### src/rtl/bus_arbiter_pkg.sv
// Shared definitions for the bus arbiter slice: the slave response codes, the
// arbiter FSM state encoding and a width helper for index and counter vectors.
package bus_arbiter_pkg;

  typedef enum logic [1:0] {
    RespOkay  = 2'b00,
    RespRetry = 2'b01,
    RespSplit = 2'b10,
    RespError = 2'b11
  } resp_e;

  typedef enum logic [1:0] {
    StIdle = 2'b00,
    StAddr = 2'b01,
    StData = 2'b10
  } state_e;

  // Bits needed to hold values 0..n-1, never less than one bit.
  function automatic int unsigned id_width(input int unsigned n);
    return (n > 1) ? $clog2(n) : 1;
  endfunction

endpackage

### src/rtl/bus_arbiter_if.sv
// Request/grant and slave control bundle between the masters, the arbiter and
// the slave.
//   req, split_release       : per-master request level, slave split unmask pulse
//   slv_rdy, slv_resp        : slave ready and response code
//   grant, master_id         : one-hot grant and its index
//   slv_start                : one-cycle start pulse to the slave
//   done, err                : per-master completion / failure pulses
//   split_mask               : masters parked by a SPLIT response
//   busy                     : arbiter is in a transfer
// Modport master is the arbiter's view; modport slave is the surrounding side.
interface bus_arbiter_if #(
  parameter int unsigned N_MASTERS = 2
);
  import bus_arbiter_pkg::*;

  localparam int unsigned IdW = id_width(N_MASTERS);

  logic [N_MASTERS-1:0] req;
  logic                 slv_rdy;
  logic [1:0]           slv_resp;
  logic [N_MASTERS-1:0] split_release;
  logic [N_MASTERS-1:0] grant;
  logic [IdW-1:0]       master_id;
  logic                 slv_start;
  logic [N_MASTERS-1:0] done;
  logic [N_MASTERS-1:0] err;
  logic [N_MASTERS-1:0] split_mask;
  logic                 busy;

  modport master (
    input  req, slv_rdy, slv_resp, split_release,
    output grant, master_id, slv_start, done, err, split_mask, busy
  );

  modport slave (
    output req, slv_rdy, slv_resp, split_release,
    input  grant, master_id, slv_start, done, err, split_mask, busy
  );

endinterface

### src/rtl/bus_arbiter_rr_picker.sv
// Combinational round-robin selector: returns the first set bit of eligible at
// or after ptr, wrapping around.
//   eligible : candidate vector
//   ptr      : search start index (must be < N_MASTERS)
//   onehot   : selected master, one-hot
//   idx      : selected master index
//   valid    : any candidate found
module bus_arbiter_rr_picker
  import bus_arbiter_pkg::*;
#(
  parameter int unsigned N_MASTERS = 2,
  localparam int unsigned IdW = id_width(N_MASTERS)
) (
  input  logic [N_MASTERS-1:0] eligible,
  input  logic [IdW-1:0]       ptr,
  output logic [N_MASTERS-1:0] onehot,
  output logic [IdW-1:0]       idx,
  output logic                 valid
);

  logic [IdW:0]   sum;
  logic [IdW-1:0] jw;

  always_comb begin
    onehot = '0;
    idx    = '0;
    valid  = 1'b0;
    sum    = '0;
    jw     = '0;
    for (int unsigned i = 0; i < N_MASTERS; i++) begin
      // ptr + i is below 2*N_MASTERS, so one conditional subtract is the modulo.
      sum = {1'b0, ptr} + (IdW + 1)'(i);
      jw  = (sum >= (IdW + 1)'(N_MASTERS)) ? IdW'(sum - (IdW + 1)'(N_MASTERS)) : IdW'(sum);
      if (!valid && eligible[jw]) begin
        valid      = 1'b1;
        idx        = jw;
        onehot[jw] = 1'b1;
      end
    end
  end

endmodule

### src/rtl/bus_arbiter.sv
// Round-robin arbiter and transfer sequencer sharing one slave control path
// between N_MASTERS masters. IDLE picks a master, ADDR issues the slave start
// pulse, DATA waits for slave ready and acts on the response. All outputs are
// registered.
//   clk, rst : clock, asynchronous active-high reset
//   bus      : bus_arbiter_if master modport (requests, slave handshake, grants)
module bus_arbiter
  import bus_arbiter_pkg::*;
#(
  parameter int unsigned N_MASTERS = 2,
  parameter int unsigned TIMEOUT   = 64,
  parameter int unsigned MAX_RETRY = 3
) (
  input  logic          clk,
  input  logic          rst,
  bus_arbiter_if.master bus
);

  localparam int unsigned IdW    = id_width(N_MASTERS);
  localparam int unsigned WaitW  = id_width(TIMEOUT);
  localparam int unsigned RetryW = id_width(MAX_RETRY);

  state_e               state_q;
  logic [N_MASTERS-1:0] grant_q, done_q, err_q, split_mask_q;
  logic [IdW-1:0]       id_q, rr_q;
  logic                 start_q, busy_q;
  logic [WaitW-1:0]     wait_q;
  logic [RetryW-1:0]    retry_q;

  logic [N_MASTERS-1:0] eligible, pick_onehot, split_set;
  logic [IdW-1:0]       pick_idx;
  logic                 pick_valid;

  function automatic logic [IdW-1:0] next_id(input logic [IdW-1:0] id);
    return (id == IdW'(N_MASTERS - 1)) ? '0 : id + 1'b1;
  endfunction

  assign eligible  = bus.req & ~split_mask_q;
  assign split_set = (state_q == StData && bus.slv_rdy && resp_e'(bus.slv_resp) == RespSplit)
                     ? grant_q : '0;

  bus_arbiter_rr_picker #(
    .N_MASTERS(N_MASTERS)
  ) u_picker (
    .eligible(eligible),
    .ptr     (rr_q),
    .onehot  (pick_onehot),
    .idx     (pick_idx),
    .valid   (pick_valid)
  );

  always_ff @(posedge clk or posedge rst) begin
    if (rst) begin
      state_q      <= StIdle;
      grant_q      <= '0;
      id_q         <= '0;
      start_q      <= 1'b0;
      busy_q       <= 1'b0;
      done_q       <= '0;
      err_q        <= '0;
      split_mask_q <= '0;
      rr_q         <= '0;
      wait_q       <= '0;
      retry_q      <= '0;
    end else begin
      done_q  <= '0;
      err_q   <= '0;
      start_q <= 1'b0;
      // Release is applied after set so a same-cycle release wins.
      split_mask_q <= (split_mask_q | split_set) & ~bus.split_release;

      unique case (state_q)
        StIdle: begin
          if (pick_valid) begin
            state_q <= StAddr;
            grant_q <= pick_onehot;
            id_q    <= pick_idx;
            start_q <= 1'b1;
            busy_q  <= 1'b1;
          end
        end
        StAddr: begin
          state_q <= StData;
          wait_q  <= '0;
        end
        StData: begin
          if (bus.slv_rdy) begin
            state_q <= StIdle;
            grant_q <= '0;
            id_q    <= '0;
            busy_q  <= 1'b0;
            unique case (resp_e'(bus.slv_resp))
              RespOkay: begin
                done_q  <= grant_q;
                retry_q <= '0;
                rr_q    <= next_id(id_q);
              end
              RespRetry: begin
                if (retry_q == RetryW'(MAX_RETRY - 1)) begin
                  err_q   <= grant_q;
                  retry_q <= '0;
                  rr_q    <= next_id(id_q);
                end else begin
                  // Pointer left alone so the same master re-wins if still requesting.
                  retry_q <= retry_q + 1'b1;
                end
              end
              RespSplit: begin
                retry_q <= '0;
                rr_q    <= next_id(id_q);
              end
              RespError: begin
                err_q   <= grant_q;
                retry_q <= '0;
                rr_q    <= next_id(id_q);
              end
            endcase
          end else if (wait_q == WaitW'(TIMEOUT - 1)) begin
            state_q <= StIdle;
            grant_q <= '0;
            id_q    <= '0;
            busy_q  <= 1'b0;
            err_q   <= grant_q;
            retry_q <= '0;
            rr_q    <= next_id(id_q);
          end else begin
            wait_q <= wait_q + 1'b1;
          end
        end
        default: state_q <= StIdle;
      endcase
    end
  end

  assign bus.grant      = grant_q;
  assign bus.master_id  = id_q;
  assign bus.slv_start  = start_q;
  assign bus.done       = done_q;
  assign bus.err        = err_q;
  assign bus.split_mask = split_mask_q;
  assign bus.busy       = busy_q;

endmodule

### src/flat_wrapper.sv
// flat-port wrapper written by rule: the top's interface ports become plain ports
module bus_arbiter_flat import bus_arbiter_pkg::*;
#(
  parameter int unsigned N_MASTERS = 2,
  parameter int unsigned TIMEOUT   = 64,
  parameter int unsigned MAX_RETRY = 3
)
  (clk, rst, bus_req, bus_slv_rdy, bus_slv_resp, bus_split_release, bus_grant, bus_master_id, bus_slv_start, bus_done, bus_err, bus_split_mask, bus_busy);
  bus_arbiter_if #(.N_MASTERS(N_MASTERS)) bus_i ();
  input  logic clk;
  input  logic rst;
  input wire logic [$bits(bus_i.req)-1:0] bus_req;
  input wire logic [$bits(bus_i.slv_rdy)-1:0] bus_slv_rdy;
  input wire logic [$bits(bus_i.slv_resp)-1:0] bus_slv_resp;
  input wire logic [$bits(bus_i.split_release)-1:0] bus_split_release;
  output wire logic [$bits(bus_i.grant)-1:0] bus_grant;
  output wire logic [$bits(bus_i.master_id)-1:0] bus_master_id;
  output wire logic [$bits(bus_i.slv_start)-1:0] bus_slv_start;
  output wire logic [$bits(bus_i.done)-1:0] bus_done;
  output wire logic [$bits(bus_i.err)-1:0] bus_err;
  output wire logic [$bits(bus_i.split_mask)-1:0] bus_split_mask;
  output wire logic [$bits(bus_i.busy)-1:0] bus_busy;
  assign bus_i.req = bus_req;
  assign bus_i.slv_rdy = bus_slv_rdy;
  assign bus_i.slv_resp = bus_slv_resp;
  assign bus_i.split_release = bus_split_release;
  assign bus_grant = bus_i.grant;
  assign bus_master_id = bus_i.master_id;
  assign bus_slv_start = bus_i.slv_start;
  assign bus_done = bus_i.done;
  assign bus_err = bus_i.err;
  assign bus_split_mask = bus_i.split_mask;
  assign bus_busy = bus_i.busy;
  bus_arbiter #(.N_MASTERS(N_MASTERS), .TIMEOUT(TIMEOUT), .MAX_RETRY(MAX_RETRY)) u_core (.clk(clk), .rst(rst), .bus(bus_i));
endmodule
### config.mk
export PLATFORM = sky130hd
export DESIGN_NAME = bus_arbiter_flat
export DESIGN_NICKNAME = d
export VERILOG_FILES = /design/src/rtl/bus_arbiter_pkg.sv /design/src/rtl/bus_arbiter_if.sv /design/src/rtl/bus_arbiter_rr_picker.sv /design/src/rtl/bus_arbiter.sv /design/src/flat_wrapper.sv
export SDC_FILE = /design/constraint.sdc
export NUM_CORES = 1
export LEC_CHECK = 0
export ABC_CLOCK_PERIOD_IN_PS = 1300
export CAP_MARGIN = 30
export CORE_ASPECT_RATIO = 0.6
export CORE_UTILIZATION = 46
export DETAILED_ROUTE_END_ITERATION = 8
export GPL_TIMING_DRIVEN = 0
export PLACE_DENSITY = 0.72
export SLEW_MARGIN = 20
export SYNTH_ARGS = -nofsm -noshare
export SYNTH_HDL_FRONTEND = slang
export SYNTH_HIERARCHICAL = 1
export SYNTH_SLANG_ARGS = --single-unit
### constraint.sdc
create_clock -name clk -period 1.3 [get_ports clk]
set_input_delay 0.26 -clock clk [delete_from_list [all_inputs] [get_ports clk]]
set_output_delay 0.26 -clock clk [all_outputs]
set_load 0.03 [all_outputs]
After elaboration in Yosys (flattened, before gate mapping)
Index checks and enable logic that the tools add are counted. Widths: inputs -> output; s select.

Bits in registers: 22. Memory bits (writable): 0. ROM bits: 0. Memories kept: 0. Latch bits: 0. Output and inout port bits: 11. Bits of input ports: 9.

Eq/ne operators: 12. Mux-type cells: 50. $mul: 0. Reduce and logical (&&, ||, !) cells: 17. Div/mod/pow operators: 0. Order comparisons: 6. Shift-type cells: 0. Bitwise gates (word level): 6. $add $sub $neg: 6.

Operators with widths (count): $mux 2 (16); $mux 1 (22); $mux 6 (2); $pmux 2 s2 (3); $pmux 6 s2 (1); $reduce_and 3->1 (3); $eq 2x2->1 const B (4); $add 6x1->6 const B (1); $eq 6x6->1 const B (1); $pmux 1 s2 (3); $pmux 2 s3 (1); $reduce_bool 2->1 (3); $logic_and 1x1->1 (5); $and 2x2->2 (2); $eq 2x1->1 const B (2); $logic_not 2->1 (2); $lt 1x2->1 const B (2); $ne 2x2->1 const B (2); $not 2->2 (2); $or 2x2->2 (2); $reduce_and 2->1 (2); $ne 3x2->1 const B (1); $ne 3x3->1 const B (1); $reduce_or 3->1 (1); other kinds (10) (13).

Longest topological paths before layout
Depth in word-level cells: 11. Depth in mapped cells: 6.

Cells and area by module
Netlist, hierarchy kept.

Modules (own cells, without submodules): bus_arbiter (area each 1101.1 um2, cells each 109, times used 1); bus_arbiter_rr_picker (area each 32.5 um2, cells each 5, times used 1).

Worst setup path before layout
Ideal clock, no wire load.

Path kind: flip-flop to flip-flop. Start point: register u_core.wait_q[0]. End point: register u_core.retry_q[0]. Library setup time: 0.125 ns. Cell stages (with the launch flop): 6. Path buffers: 0. Clock period less this slack: 1.346 ns. Data arrival time: 1.221 ns. Slack: -0.046 ns. Cells stage by stage: dfrtp_1 ha_1 and4_4 a21o_4 nand2_2 mux2_4.

Word-level cells in the longest chain between the ends: 3.

RTL lines: start, declared (line bus_arbiter.sv:27) `logic [WaitW-1:0] wait_q;`; start signal, assigned (line bus_arbiter.sv:127) `wait_q <= wait_q + 1'b1;`; $eq 6x6->1 (line bus_arbiter.sv:118) `end else if (wait_q == WaitW'(TIMEOUT - 1)) begin`; $reduce_bool 2->1 (no line); $reduce_and 2->1 (no line); end signal, assigned (line bus_arbiter.sv:105) `retry_q <= retry_q + 1'b1;`; end, declared (line bus_arbiter.sv:28) `logic [RetryW-1:0] retry_q;`.

No other way between the ends. A chain may end at the register's enable or synchronous reset.

Final worst setup path
Start point: register u_core.wait_q[1]. End point: register u_core.retry_q[0].

The elaborated chain is that of the path after synthesis.

==> summary.md <==
| Metric | Value |
|---|---|
| Run status | complete, but fails checks |
| Violated checks | setup timing |
| Post-synthesis compound-gate area fraction | 0.182 |
| Num ports | 20 |
| RSZ-0062 raised after global routing | true |
| CTS tree | built |
| Die area | roughly 2700 um^2 |
| P_int | roughly 1.8 mW |
| Layout cells sized above 1 | 0.273 |
| VDD IR-drop max | between 1000 and 1500 uV |
| Worst Path Max Fanout | 4 |
| Largest family of logic cells by synthesized area | simple AND/OR/NAND/NOR gates |
| Grt ovf | 0 |
| Layout Cells excl Fill | between 150 and 200 |
| Min Tclk post-route | ~1400 ps |
| Post-synthesis mux area share | 0.0309 |
| Combinational cell fraction of total power | 0.412 |
| Crit share post-route | 1.08 |
| Die Height | slightly above 40 um |
| # port buffers | 19 |
| MaxCap Viol Count | 0 |
| CTS sink cnt | 22 |
| Clock group share of total power | 0.222 |
| Final Setup Violations | 6 |
| Worst slew pin tran | ~810 ps |
| Post-Synth XOR/XNOR Area | 0 |
| Commonest non-fill, non-tap cell in the layout | dfrtp_1 |
| Fin util | 0.676 |
| First-pass DRT Iterations | 4 |
| DRC | 0 |
| Post-Route WL | approximately 2.7 mm |
| GP Congestion | about 0.92 |
| Syn Nets | roughly 120 |
| Simple-Gate Fraction of Synth Area | 0.246 |
| Arrival time worst endpoint | between 1500 and 2000 ps |
| H-tree depth | 1 |
| Crit Path Class | reg2reg |
| TNS Setup | -241 ps |
| Mapped Cells | 114 |
| Antenna violations before repair | 0 |
| Synth Cell Area | ~1100 um^2 |
| Number of global-route vias before repair | just over 800 |
| FFs w/ async S/R, synth | 1.00 |
| Largest net degree at the start of global routing | 23 |
| CTS buffer count | 3 |
| Most used DFF post-synth | dfrtp_1 |
| Layout area overhead | 33.9% |
| Final Skew | between 10 and 15 ps |
| Final nets | around 150 |
| Cell depth of the worst flop-to-flop path | 5 |
| Pwr per Cell Area | about 1900 nW/um^2 |
| DPL Wire Length | 1.79 mm |
| Mean post-synth cell area | between 9 and 10 um^2 |
| Slew margin rel. | 0.457 |
| Worst path required time | approximately 1400 ps |
| ANT cells | 0 |
| Post-DRT Antenna Nets | 0 |
| Switch share | 0.381 |
| Hold Vio Cnt, Final | 0 |
| Die span in x | about 66 um |
| Unique masters post-synth | 39 |
| Cell row count | 13 |
| YS warnings | 6 |
| Area after DPL | ~1400 um^2 |
| Final worst slack | -98.7 ps |
| Fillers | 166 |
| Iteration-0 DRC Markers | 76 |
| Final instance area | between 1500 and 2000 um^2 |
| Post-Synth Adder-Cell Area | 0.0110 |
| F_max | between 700 and 800 MHz |
| Critical Path Source Type | flip-flop |
| Root Driver | clkbuf_8 |
| Most frequent cells in the layout | dfrtp_1, nand2_1, clkdlybuf4s50_1 |
| Initial Utilization | 0.505 |
| Slew Limit Fails | 0 |
| Routed WL per cell | around 15 um |
| Flop pwr share | 0.366 |
| Vias | 960 |
| Core box area | about 2200 um^2 |
| EDFF count, synth | 0 |
| Critical Path Sink Type | flip-flop |
| All-Layer GR Usage | 0.218 |
| Seq cells post-synth | 22 |
| Placed instance count | 163 |
| Sequential area share after synthesis | 0.486 |
| Clock slew at reported path FFs | 80 ps |
| Clk buf depth | 2 |
| Vias per Instance | 5.55 |
| First-pass GRT wire length | around 4 mm |
| Clock Latency Late Sink | 260 ps |
| Lkg Pwr | ~0.73 nW |
| Hold crit path type | in2async |
| Net Switching | about 1.1 mW |
| Hold Buf Count CTS | 0 |
-- registers in the layout (all words and copies together), names as in the netlist --
| name | flops |
|---|---|
| u_core/retry_q | 2 |
| u_core/wait_q | 6 |
| u_core/bus.done | 2 |
| u_core/rr_q | 1 |
| u_core/bus.master_id | 1 |
| u_core/bus.grant | 2 |
| u_core/bus.err | 2 |
| u_core/bus.split_mask | 2 |
| u_core/bus.slv_start | 1 |
| u_core/state_q | 2 |
| u_core/bus.busy | 1 |
-- layout make-up --
cell class / count / area [um^2] / share of cell area
plain buffers: 3 / 23.8 / 0.0157
clock buffers: 3 / 41.3 / 0.0272
well taps: 30 / 37.5 / 0.0247
flip-flops and latches: 22 / 552 / 0.364
repair buffers: 25 / 204 / 0.134
clock inverters: 1 / 30.0 / 0.0198
multi-input cells: 82 / 603 / 0.397
inverters: 7 / 26.3 / 0.0173
-- timing repair --
action / in CTS / in global routing
pin swaps: 4 / 6
gates resized for setup: 27 / 21
setup buffers: 3 / 2
endpoints found under the setup margin: 28 / 24
cloned: 0 / 1
-- layer usage --
metal / vias to the layer above / GRT usage / part of all wire
met5: - / 0 / 0
met4: 0 / 0.0585 / 0.012
met3: 6 / 0.0597 / 0.069
met2: 42 / 0.352 / 0.48
met1: 450 / 0.294 / 0.44
li1: 462 / - / -
-- Yosys cell counts, types with 3 or more instances --
| cell | instances | area (um^2) |
|---|---|---|
| a21boi_0 | 3 | 22.5 |
| nor2_1 | 6 | 22.5 |
| o21ai_0 | 5 | 25.0 |
| dfrtp_1 | 22 | 551 |
| nand2_1 | 12 | 45.0 |
| inv_1 | 7 | 26.3 |
| a31oi_1 | 3 | 18.8 |
| and2_1 | 4 | 25.0 |
| and2b_1 | 4 | 30.0 |
| nor2b_1 | 4 | 25.0 |
| nand3_1 | 3 | 15.0 |
| a21oi_1 | 7 | 35.0 |
-- worst paths after layout --
check                                      from                  endpoint  slack, ps
setup / recovery               u_core/wait_q[1]         u_core/retry_q[0]       -100
hold / removal                              rst        u_core/bus.done[1]        450
setup reg to reg               u_core/wait_q[1]         u_core/retry_q[0]       -100
hold reg to reg            u_core/bus.master_id               u_core/rr_q        470
max in group asynchronous                   rst  u_core/bus.split_mask[1]        300
min in group clk           u_core/bus.master_id               u_core/rr_q        470
-- metrics by stage --
step                total power [mW]  hold slack [ps]  setup slack (ps)
global placement                2.01              463              -376
floorplan                       1.69              249             -46.2
detailed placement              2.04              471              -387
finish                          2.83              446             -98.7
global route                    2.99              504              -129
CTS                             2.71              478             -92.7
-- logic make-up (layout without fill, tap and decap cells) --
kind of cell | count (synthesis) | in the layout
AO/OA/AOI/OAI | 30 | 30
AND/OR/NAND/NOR | 48 | 48
adder cells (fa/ha/maj) | 1 | 1
flip-flops | 22 | 22
buffers and inverters | 10 | 39
multiplexers | 3 | 3
-- power by group through the flow --
stage	Clock [mW]	Combinational, mW	Sequential (mW)
CTS	0.638	1.04	1.03
global placement	0	0.968	1.04
detailed placement	0	0.986	1.05
finish	0.629	1.17	1.04
floorplan	0	0.524	1.17
global route	0.675	1.26	1.06
-- worst max-delay path: stages (launching register included) --
cell and delay (ps):
dfrtp_1 360, ha_2 210, and4_4 260, a21o_4 150, nand2_4 50, mux2_4 260
No activity file was read; power rests on OpenSTA's default activity.
